`src/rtl/ifetch_queue.sv`:
```
// Per-core instruction prefetch queue: drives this core's instruction-memory address
// slice, captures the word returned one cycle later, and buffers {pc, word} for the core.
module ifetch_queue #(
  parameter int DEPTH = 4,
  parameter int AW    = 16,
  parameter int DW    = 16
) (
  input  logic          clk,
  input  logic          rst_n,
  input  logic          fetch_en,
  input  logic          redirect_valid,
  input  logic [AW-1:0] redirect_pc,
  output logic [AW-1:0] im_addr,
  input  logic [DW-1:0] im_data,
  output logic          ins_valid,
  output logic [DW-1:0] ins_data,
  output logic [AW-1:0] ins_pc,
  input  logic          ins_ready
);

  localparam int PW = (DEPTH > 1) ? $clog2(DEPTH) : 1;
  localparam int CW = PW + 1;
  localparam logic [CW-1:0] FULL = CW'(DEPTH);

  logic [AW-1:0] fetch_pc;
  logic          infl_v;
  logic [AW-1:0] infl_pc;

  logic [AW-1:0] ent_pc   [DEPTH];
  logic [DW-1:0] ent_data [DEPTH];
  logic [PW-1:0] head;
  logic [PW-1:0] tail;
  logic [CW-1:0] count;

  logic [CW-1:0] occupancy;
  logic          issue;
  logic          push;
  logic          pop;

  // Space is reserved for the in-flight word, and a same-cycle pop is not credited,
  // so a push can never land on a full queue.
  assign occupancy = count + CW'(infl_v);
  assign issue     = fetch_en & ~redirect_valid & (occupancy < FULL);
  assign push      = infl_v & ~redirect_valid;
  assign pop       = ins_valid & ins_ready & ~redirect_valid;

  assign im_addr   = fetch_pc;
  assign ins_valid = (count != '0);
  assign ins_data  = ent_data[head];
  assign ins_pc    = ent_pc[head];

  // NOTE: all state here is sequential and uses non-blocking assignments, so every
  // read in this block sees the pre-edge value regardless of statement order.
  always_ff @(posedge clk or negedge rst_n) begin
    if (!rst_n) begin
      fetch_pc <= '0;
      infl_v   <= 1'b0;
      infl_pc  <= '0;
      head     <= '0;
      tail     <= '0;
      count    <= '0;
      // NOTE: the entry storage is reset on purpose so the head outputs read 0 after
      // reset; a plain RAM without reset would leave ins_data/ins_pc undefined.
      for (int i = 0; i < DEPTH; i++) begin
        ent_pc[i]   <= '0;
        ent_data[i] <= '0;
      end
    end else if (redirect_valid) begin
      // Redirect flushes everything, including the word returning this cycle.
      fetch_pc <= redirect_pc;
      infl_v   <= 1'b0;
      head     <= '0;
      tail     <= '0;
      count    <= '0;
    end else begin
      infl_v <= issue;
      if (issue) begin
        infl_pc  <= fetch_pc;
        fetch_pc <= fetch_pc + AW'(1);
      end

      if (push) begin
        ent_pc[tail]   <= infl_pc;
        ent_data[tail] <= im_data;
        tail           <= tail + PW'(1);
      end

      if (pop) begin
        head <= head + PW'(1);
      end

      case ({push, pop})
        2'b10:   count <= count + CW'(1);
        2'b01:   count <= count - CW'(1);
        default: count <= count;
      endcase
    end
  end

endmodule

```
`config.mk`:
```
export PLATFORM = sky130hd
export DESIGN_NAME = ifetch_queue
export DESIGN_NICKNAME = d
export VERILOG_FILES = /design/src/rtl/ifetch_queue.sv
export SDC_FILE = /design/constraint.sdc
export NUM_CORES = 1
export LEC_CHECK = 0
export BUFFER_PORTS_ARGS = -buffer_cell sky130_fd_sc_hd__buf_2
export CAP_MARGIN = 20
export CORE_ASPECT_RATIO = 1.5
export CORE_MARGIN = 5
export CORE_UTILIZATION = 25
export CTS_CLUSTER_DIAMETER = 120
export DETAILED_ROUTE_END_ITERATION = 8
export PLACE_DENSITY_LB_ADDON = 0.15
export SLEW_MARGIN = 40
export SYNTH_ARGS = -nofsm -noshare
export SYNTH_HDL_FRONTEND = slang
export SYNTH_SLANG_ARGS = --single-unit
```
`constraint.sdc`:
```
create_clock -name clk -period 5.54 [get_ports clk]
set_clock_uncertainty 0.05 [all_clocks]
set_input_delay 0 -clock clk [delete_from_list [all_inputs] [get_ports clk]]
set_output_delay 0 -clock clk [all_outputs]
set_load 0.005 [all_outputs]
```
======== Yosys cells after proc, flatten, opt, wreduce, memory -nomap -nowiden ========
Cells that the tools add are included.
operators by class
  add/subtract/negate cells ............... 6
  multipliers ............................. 0
  divide/modulo/power cells ............... 0
  $lt $le $gt $ge ......................... 4
  equality and inequality tests ........... 2
  shifts and indexed selects .............. 0
  muxes and demuxes ....................... 19
  bitwise logic cells ..................... 8
  reductions and logical operators ........ 8
operators by type and width
  kind                                                                   number
  64-bit bitwise mux                                                     2
  16-bit two-way mux                                                     7
  16-bit binary-select mux with 2-bit select                             2
  16-bit demux with 2-bit select                                         1
  16-bit by 1-bit adder with 16-bit output, second input constant        1
  2-bit two-way mux                                                      4
  3-bit >= comparator, second input constant                             2
  2-bit NOT with 3-bit output                                            2
  3-bit one-hot mux with 2 select lines                                  1
  2-bit nonzero test                                                     3
  3-bit nonzero test                                                     2
  1-bit AND                                                              5
  2-bit by 1-bit adder with 2-bit output, second input constant          2
  2-bit AND reduction                                                    2
  3-bit by 1-bit adder with 3-bit output                                 1
  3-bit by 1-bit adder with 3-bit output, second input constant          1
  3-bit by 1-bit < comparator with 1-bit output, second input constant   1
  3-bit < comparator, second input constant                              1
  3-bit two-way mux                                                      1
  3-bit by 1-bit subtractor with 3-bit output, second input constant     1
  2-bit by 1-bit equality test with 1-bit output, second input constant  1
  2-bit equality test, second input constant                             1
  1-bit logical AND                                                      1
  1-bit two-way mux                                                      1
  1-bit NOT                                                              1
word-level totals
  register bits after elaboration ......... 168
  bits in latches ......................... 0
  memory bits (writable) .................. 0
  bits in read-only memories .............. 0
  bits of input ports ..................... 37
  output and inout port bits .............. 49
  word-level logic and storage cells ...... 61
  memories kept ........................... 0

======== Longest topological paths before layout ========
Gate-level depths: netlist (run 1).
  word-level depth ........................ 6
  gate-level depth with buffers ........... 7
  gate-level depth less buffers ........... 6

======== Worst setup path before layout (run 1) ========
No wires, ideal clock.
  kind .................................... register to register
  start point ............................. register count[0]
  end point ............................... register count[2]
  setup time .............................. 135 ps
  arrival time ............................ 1,747 ps
  data required time ...................... 5,355 ps
  setup slack ............................. 3,608 ps
  stages on the path, launching flop included .. 7
  buffers on the path ..................... 0
  period minus slack after synthesis ...... 1,932 ps
  path through ............................ dfrtp_1 > o31ai_2 > nor3_1 > fa_1 > nor3_1 > o21ai_0 > nor3b_1
between the ends
  longest elaborated chain between the ends .. 6
  elaborated cells between the ends (all ways) .. 10
  those cells by class .................... add/sub: 2; eq/ne: 2; mux: 2; bitwise: 2; reduce/logical: 2
ends and longest elaborated chain
  what                                                                                          RTL line  RTL
  start: declaration                                                                            33        logic [CW-1:0] count;
  start signal: assignment                                                                      93        2'b10: count <= count + CW'(1);
  start signal: assignment                                                                      94        2'b01: count <= count - CW'(1);
  start signal: assignment                                                                      95        default: count <= count;
  3-bit nonzero test                                                                            48        assign ins_valid = (count != '0);
  1-bit AND (2 in a row)                                                                        45        assign pop = ins_valid & ins_ready & ~redirect_valid;
  2-bit by 1-bit equality test with 1-bit output / 2-bit equality test (equally long branches)  92        case ({push, pop})
  3-bit one-hot mux with 2 select lines                                                         92
  3-bit two-way mux                                                                             68        end else if (redirect_valid) begin
Several ways; a longest one is shown, not always the timed one.
A chain may end at the register's enable or synchronous reset.

======== Worst setup path after layout (run 1) ========
  start point ............................. register head[0]
  end point ............................... output port ins_pc[6]
between the ends
  longest elaborated chain between the ends .. 4
ends and longest elaborated chain
  what                                                   RTL line  RTL
  start: declaration                                     31        logic [PW-1:0] head;
  start signal: assignment                               89        head <= head + PW'(1);
  2-bit NOT with 3-bit output (implied by the code)      50        assign ins_pc = ent_pc[head];
  16-bit binary-select mux with 2-bit select             50
  16-bit two-way mux (implied by the code) (2 in a row)  50
  end: declaration                                       17        output logic [AW-1:0] ins_pc,
Every way passes these cells. The select of a mux whose other input is x is not followed.

==> metrics.md, run 1 <==
| Metric | Value |
|---|---|
| Status | `complete, no violations` |
| Grt peak-use layer | `met2` |
| Sequential area share after synthesis | `56.2%` |
| Max Root-Sink Buffers | `2` |
| CP required | `5.49 ns` |
| Maximum operating frequency | `395 MHz` |
| Syn nets | `between 500 and 600` |
| Startpoint Class | `flop` |
| Final Non-Filler Cells | `1024` |
| Antenna violations before repair | `0` |
| Final setup fails | `0` |
| Row Count | `77` |
| TritonCTS clock tree | `built` |
| First-pass GRT wire length | `about 29 mm` |
| Max-cap violation count | `0` |
| Num ports | `86` |
| Internal power | `0.00295 W` |
| Critical Path AT | `roughly 2.5 ns` |
| 1st-iter DRT viols | `161` |
| GR Util met1 | `about an eighth` |
| Clock power frac | `29.5%` |
| CP Max Fanout | `19` |
| Sw Ratio | `28.5%` |
| Final period util | `between 40% and 50%` |
| Total core area | `29500 sq um` |
| H-tree Lvls | `4` |
| Fillcell total | `2983` |
| Asr flop ratio synth | `100%` |
| Die area | `33500 sq um` |
| Pwr Density | `~440 nW/um^2` |
| Sequential share of power | `45.7%` |
| Met2 GRT Util | `20.6%` |
| Min-delay worst type | `in -> async` |
| Post-synth EDFFs | `0` |
| Buffers added on ports | `between 80 and 90` |
| Cell area after synthesis | `around 7500 sq um` |
| Crit path time final | `2.53 ns` |
| Worst-Margin Slew | `0.763 ns` |
| CTS Buf Count | `17` |
| Diodes inserted | `0` |
| Drt first pass iters | `4` |
| Gate Count Post-Synth | `494` |
| Post-route ant nets | `0` |
| Dpl hpwl | `11.7 mm` |
| Distinct cells, synth | `41` |
| Switch Pwr | `0.00117 W` |
| Clock root cell | `clkbuf_16` |
| Final-stage net count | `659` |
| Dpl cells | `between 900 and 1000` |
| Layout cell share with drive strength beyond 1 | `between 30% and 40%` |
| Routed Wire Length | `18.2 mm` |
| Hold Fails Final Rpt | `0` |
| Ys Warns | `0` |
| Clock tree sinks | `168` |
| Chip width | `151 um` |
| Top FF cell, synth | `dfrtp_1` |
| Lkg Pwr | `4.25 nW` |
| Avg Cell Area, Syn | `15.1 sq um` |
| GP Congestion | `0.730` |
| Post-DR vias/cell | `4.51` |
| CP endpoint kind | `output pin` |
| Avg WL per Cell | `17.8 um` |
| Worst IR drop on VDD | `0.251 mV` |
| Max-slew violations | `0` |
| RSZ-0062 raised after global routing | `no` |
| DRC Markers | `0` |
| CP Class | `reg -> out` |
| Worst skew pair latency | `0.43 ns` |
| Hold slack | `0.00804 ns` |
| FF-to-FF Start | `infl_v` |
| Via count | `4619` |
| Die H | `222 um` |
| Clk slew on worst S/H paths | `0.06 ns` |
| Area Overhead vs Synth | `25.7%` |
| Met3 Track Usage GR | `2.27%` |
| Remaining global-route overflow | `0` |
| Crit path from | `head[0]` |
| Combinational Power Share | `24.8%` |
| Number of synthesized register bits | `168` |
| Initial core utilization | `about a quarter` |
| Tot GR Track Use | `11.4%` |
| Number of global-route vias before repair | `5339` |
| Setup_tns | `0 ns` |
| Design area | `9400 sq um` |
| Pwr Total | `0.00413 W` |
| Area after DPL | `8330 sq um` |
| Pin count of the biggest net entering global routing | `about 110` |
| Slew headroom | `49.0%` |
-- path summary, 6_finish.rpt --
path	end	slack, ns	cells past startpoint
hold reg to reg	ent_pc[29]	0.44	1
hold / removal	ent_pc[21]	0.008	2
max in group asynchronous	ent_data[3]	4.55	3
setup / recovery	ins_pc[6]	3.01	3
min in group clk	im_addr[5]	0.03	4
setup reg to reg	ent_pc[56]	3.17	3
-- power groups by stage --
stage,clock [W],combinational (W),sequential [W]
2_1_floorplan,0,0.000693,0.00177
3_3_place_gp,0,0.00101,0.00188
3_5_place_dp,0,0.00104,0.00192
4_1_cts,0.00126,0.00107,0.00190
5_1_grt,0.00131,0.00115,0.00194
6_report,0.00122,0.00102,0.00189
-- layout make-up --
type	instances	area, sq um	area share [%]
clock inverters	10	145	1.54
multi-input cells	292	3150	33.5
inverters	5	18.8	0.200
flip-flops and latches	168	4210	44.8
well taps	395	494	5.26
clock buffers	22	464	4.94
repair buffers	132	920	9.78
-- stage by stage --
stage	worst slack, ns	util [%]
finish	3.01	31.9
global route	2.79	31.9
CTS	2.85	31.8
detailed placement	3.13	28.2
global placement	3.14	28.2
floorplan	3.61	-
-- cells in the final DEF (no fill, tap or decap), drive strengths merged, types with 2 or more instances in the layout --
master and n:
nor3 3, xnor2 4, clkinv 2, mux2 145, a31oi 6, and4 3
clkbuf 22, xor2 6, or2 3, or3 3, clkinvlp 5, bufinv 3
buf 89, o21ai 9, dfrtp 168, o31ai 5, mux2i 3, nand3 4
dlygate4sd3 43, or4 4, and3 5, o311ai 4, ha 5, mux4 32
nor2 10, o211ai 4, o2111ai 4, nand2 22, inv 5
-- logic make-up (layout without fill, tap and decap cells) --
group	count (synthesis)	after routing	synth area share (%)
and+or+nand+nor	61	61	4.10
muxes	180	180	31.9
adders and majority gates	6	6	1.10
DFF	168	168	56.2
xor gates and xnor gates	10	10	1.17
AOI/OAI and AO/OA	35	35	3.45
buffers and inverters	34	169	2.07
-- cell usage after synthesis (2+ instances only) --
library cell / number / area [sq um]
dfrtp_1: 168 / 4200
mux2_2: 74 / 833
mux2_1: 71 / 800
mux4_2: 32 / 721
nand2_1: 22 / 82.6
buf_2: 19 / 95.1
nor2_1: 10 / 37.5
clkbuf_1: 9 / 33.8
o21ai_1: 6 / 30.0
xor2_1: 6 / 52.6
a31oi_1: 5 / 31.3
and3_1: 5 / 31.3
ha_1: 5 / 62.6
inv_1: 4 / 15.0
nand3_1: 4 / 20.0
o2111ai_1: 4 / 35.0
o311ai_1: 4 / 35.0
o31ai_1: 4 / 30.0
or4_1: 4 / 30.0
xnor2_1: 4 / 35.0
and4_1: 3 / 26.3
mux2i_1: 3 / 30.0
nor3_1: 3 / 15.0
o211ai_1: 3 / 22.5
o21ai_0: 3 / 15.0
or3_1: 3 / 18.8
or2_2: 2 / 12.5
-- metal layers --
metal  wire (um)  part of all wire [%]  vias up
met2        9730                    54      107
met1        7510                    41     2407
met4         287                   1.6        0
met3         653                   3.6       21
li1            -                     -     2084
met5           0                     0        -
-- registers in the layout, summed over array words and instances, names as in the netlist --
signal	cells
infl_v	1
tail	2
count	3
ent_pc	64
infl_pc	16
head	2
ent_data	64
im_addr	16
-- worst max-delay path: stages, from the launching register on --
cell,delay [ns]
dfrtp_2,0.77
buf_4,0.50
mux4_2,0.62
buf_2,0.16
-- repair_timing --
item,in CTS,in global routing
hold endpoints to repair,189,0
hold buffers,43,0
buffers inserted,0,0
gates resized for setup,0,0
Power figures use the tool's default switching activity.
==> run 2: changes to the inputs <==
Settings changed: ABC_AREA set to 1.
Clock period 5.54 ns to 2.07 ns, I/O delays scaled along.
==> metrics.md, run 2 <==
| Metric | Value |
|---|---|
| Maximum operating frequency | `539 MHz` |
| H-tree Lvls | `4 (unchanged)` |
| Worst r2r dst | `count[2]` |
| Critical path, cell by cell | `nor2_1 -> nand2_1 -> nand3_1 -> inv_1 -> fa_1 -> xnor2_1 -> xor2_1 -> nand2_1 -> nand2_1` |
| CP Class | `reg -> reg` |
| Area leader, netlist | `dfrtp_1` |
| Fillcell total | `3318 (+11%)` |
| Row Count | `78 (+1.3%)` |
| Post-CTS Setup Bufs | `0 (unchanged)` |
| Max-cap violation count | `0 (unchanged)` |
| Seq. cell area | `4210 sq um (about the same)` |
| Dpl cells | `1362 (+44%)` |
| Slew headroom | `57.7% (+8.7 points)` |
| Fin util | `31.7% (-0.18 points)` |
| Drt first pass iters | `5 (+1)` |
| Chip width | `152 um (+0.55%)` |
| Num ports | `86 (unchanged)` |
| Synth top area share | `55.6% (-0.65 points)` |
| GP Congestion | `0.738 (+1.1%)` |
| Placement Setup Slack | `0.210 ns (-2.92 ns)` |
| Status | `complete, no violations` |
| FF-to-FF Start | `count[0]` |
| Pwr Density | `920 nW/um^2 (+110%)` |
| Worst Hold Depth | `5` |
| Min-delay worst type | `in -> reg` |
| Asr flop ratio synth | `100% (unchanged)` |
| Crit-path most repeated cell | `nand2_1` |
| 1st-iter DRT viols | `323 (+100%)` |
| Top post-synthesis cells by area | `dfrtp_1 56%, o21ai_0 14%, nand2_1 11%, nor2_1 4.0%, inv_1 2.9%` |
| TritonCTS clock tree | `built` |
| Cell at the slowest stage of the critical path | `dfrtp_2` |
| Clk slew on worst S/H paths | `0.06 ns (about the same)` |
| Gate Count Post-Synth | `903 (+83%)` |
| Worst-Margin Slew | `0.635 ns (-0.128 ns)` |
| Startpoint Class | `flop` |
| Commonest non-fill, non-tap cells in the layout | `227 x nand2_1, 212 x o21ai_0, 166 x dfrtp_1` |
| Synth top cells by count | `227 x nand2_1, 212 x o21ai_0, 168 x dfrtp_1, 81 x nor2_1, 58 x inv_1` |
| Pin count of the biggest net entering global routing | `65 (-39%)` |
| Tot GR Track Use | `13.3% (+1.9 points)` |
| CTS Buf Count | `17 (unchanged)` |
| Simple-Gate Fraction of Synth Area | `19.3% (+15 points)` |
| Adder-cell share of the synthesized area | `1.09% (-0.013 points)` |
| First-pass GRT wire length | `36.1 mm (+22%)` |
| RSZ-0062 raised after global routing | `no` |
| Hold slack | `0.0295 ns (+0.0215 ns)` |
| Number of global-route vias before repair | `6689 (+25%)` |
| Cell area after synthesis | `7560 sq um (+1.2%)` |
| Largest registers | `ent_data (64), ent_pc (64)` |
| Final setup fails | `0 (unchanged)` |
| Worst IR drop on VDD | `0.514 mV (+100%)` |
| Post-synthesis mux area share | `0% (-32 points)` |
| Post-Synth XOR/XNOR Area | `0.579% (-0.59 points)` |
| Via count | `6295 (+36%)` |
| Area Overhead vs Synth | `26.0%` |
| DRC Markers | `0 (unchanged)` |
| Compound-Gate Fraction of Synth Area | `17.2% (+14 points)` |
| Post-DR vias/cell | `4.41 (-2.3%)` |
| Layout cell share with drive strength beyond 1 | `15.0% (-23 points)` |
| Hold Startpoint | `fetch_en` |
| Crit path time final | `roughly 1.9 ns` |
| CP required | `2.39 ns (-3.10 ns)` |
| CP endpoint kind | `flop` |
| Die H | `223 um (+0.56%)` |
| Largest family of logic cells by synthesized area | `simple AND/OR/NAND/NOR gates` |
| Max-slew violations | `0 (unchanged)` |
| Commonest non-fill, non-tap cell in the layout | `nand2_1` |
| Dpl hpwl | `14.2 mm (+21%)` |
| Post-synth EDFFs | `0 (unchanged)` |
| Setup_tns | `0 ns (unchanged)` |
| Worst hold endpoint | `infl_v` |
| Max Root-Sink Buffers | `2 (unchanged)` |
| Final period util | `between 80 and 90%` |
| Buffers added on ports | `85 (unchanged)` |
| Avg WL per Cell | `15.1 um (-15%)` |
| Total core area | `30100 sq um (+2.0%)` |
| Antenna violations before repair | `0 (unchanged)` |
| Final Non-Filler Cells | `1429 (+40%)` |
| Worst skew pair latency | `0.44 ns (about the same)` |
| Multi-input logic area | `2890 sq um (-8.3%)` |
| Critical Path AT | `2.18 ns (-0.30 ns)` |
| Hold Fails Final Rpt | `0 (unchanged)` |
| Sequential area share after synthesis | `55.6% (-0.65 points)` |
| CP Max Fanout | `6 (-13)` |
| Top-count cell post-synth | `nand2_1` |
| Clock tree sinks | `168 (unchanged)` |
| Post-route ant nets | `0 (unchanged)` |
| Ys Warns | `0 (unchanged)` |
| Diodes inserted | `0 (unchanged)` |
| Final worst setup slack | `0.215 ns (-2.79 ns)` |
| Top FF cell, synth | `dfrtp_1` |
| R2R Setup Slk | `0.21 ns (-2.96 ns)` |
| Number of synthesized register bits | `168 (unchanged)` |
| CP peak stage delay | `0.44 ns (-0.33 ns)` |
| Die area | `33900 sq um (+1.1%)` |
| Routed Wire Length | `21.6 mm (+19%)` |
| Lkg Pwr | `4.58 nW (+7.9%)` |
| FF-to-FF path depth | `9 (+6)` |
| Syn nets | `946 (+76%)` |
| Final-stage net count | `1059 (+61%)` |
| Avg Cell Area, Syn | `8.38 sq um (-45%)` |
| Clock root cell | `clkbuf_16` |
| Distinct cells, synth | `24 (-41%)` |
| Initial core utilization | `25.2% (-0.20 points)` |
| Remaining global-route overflow | `0 (unchanged)` |
run 2: logic make-up (layout without fill, tap and decap cells):
group           count (synthesis)  in the layout
xor+xnor                        5              5
buf+inv                       112            238
flops                         168            168
simple gates                  362            362
compound gates                250            250
fa+ha+maj                       6              6
run 2: worst max path at each step:
| stage | from | end | slack, ns | cells past startpoint |
|---|---|---|---|---|
| after floorplan | count[0] | count[2] | 0.32 | 9 |
| after global placement | count[0] | count[2] | 0.23 | 9 |
| after detailed placement | count[0] | count[2] | 0.21 | 9 |
| after CTS | head[0] | ins_pc[13] | 0.19 | 5 |
| after global routing | count[0] | count[2] | 0.02 | 9 |
| final | count[0] | count[2] | 0.21 | 9 |
run 2: per-stage QoR:
| stage | instance area, sq um | total power [W] |
|---|---|---|
| global route | 9530 | 0.00934 |
| global placement | 8570 | 0.00552 |
| detailed placement | 8570 | 0.00554 |
| finish | 9530 | 0.00877 |
| CTS | 9530 | 0.00897 |
| floorplan | 7560 | 0.00486 |
run 2: report_power, final:
group	switching (W)	internal, W	total (W)	leakage, nW
Combinational	0.000805	0.000600	0.00141	2.09
Sequential	0.000293	0.00378	0.00407	2.20
Clock	0.00134	0.00196	0.00329	0.292
run 2: critical path: cells and delay by family (launching register included):
| kind | cells | cell delay [ns] |
|---|---|---|
| xor gates and xnor gates | 2 | 0.35 |
| adders and majority gates | 1 | 0.38 |
| buffers and inverters | 1 | 0.08 |
| DFF | 1 | 0.44 |
| and+or+nand+nor | 5 | 0.49 |
run 2: layer usage:
metal  GRT usage (%)  wire [um]  vias up
met2            23.5      10700       87
met3            2.45        564       21
li1                -          -     3203
met4            4.79        411        0
met5               0          0        -
met1            16.1       9900     2984
run 2: final cells by class:
class                   instances  share of cell area (%)
clock inverters                12                    1.58
inverters                      60                    2.36
well taps                     400                    5.25
repair buffers                146                    11.6
multi-input cells             623                    30.3
clock buffers                  20                    4.79
flip-flops and latches        168                    44.1
run 2: timing repair:
item	4_1_cts	5_1_grt
gates resized for setup	0	1
hold buffers	35	0
setup endpoints to repair	0	1
hold endpoints to repair	220	0
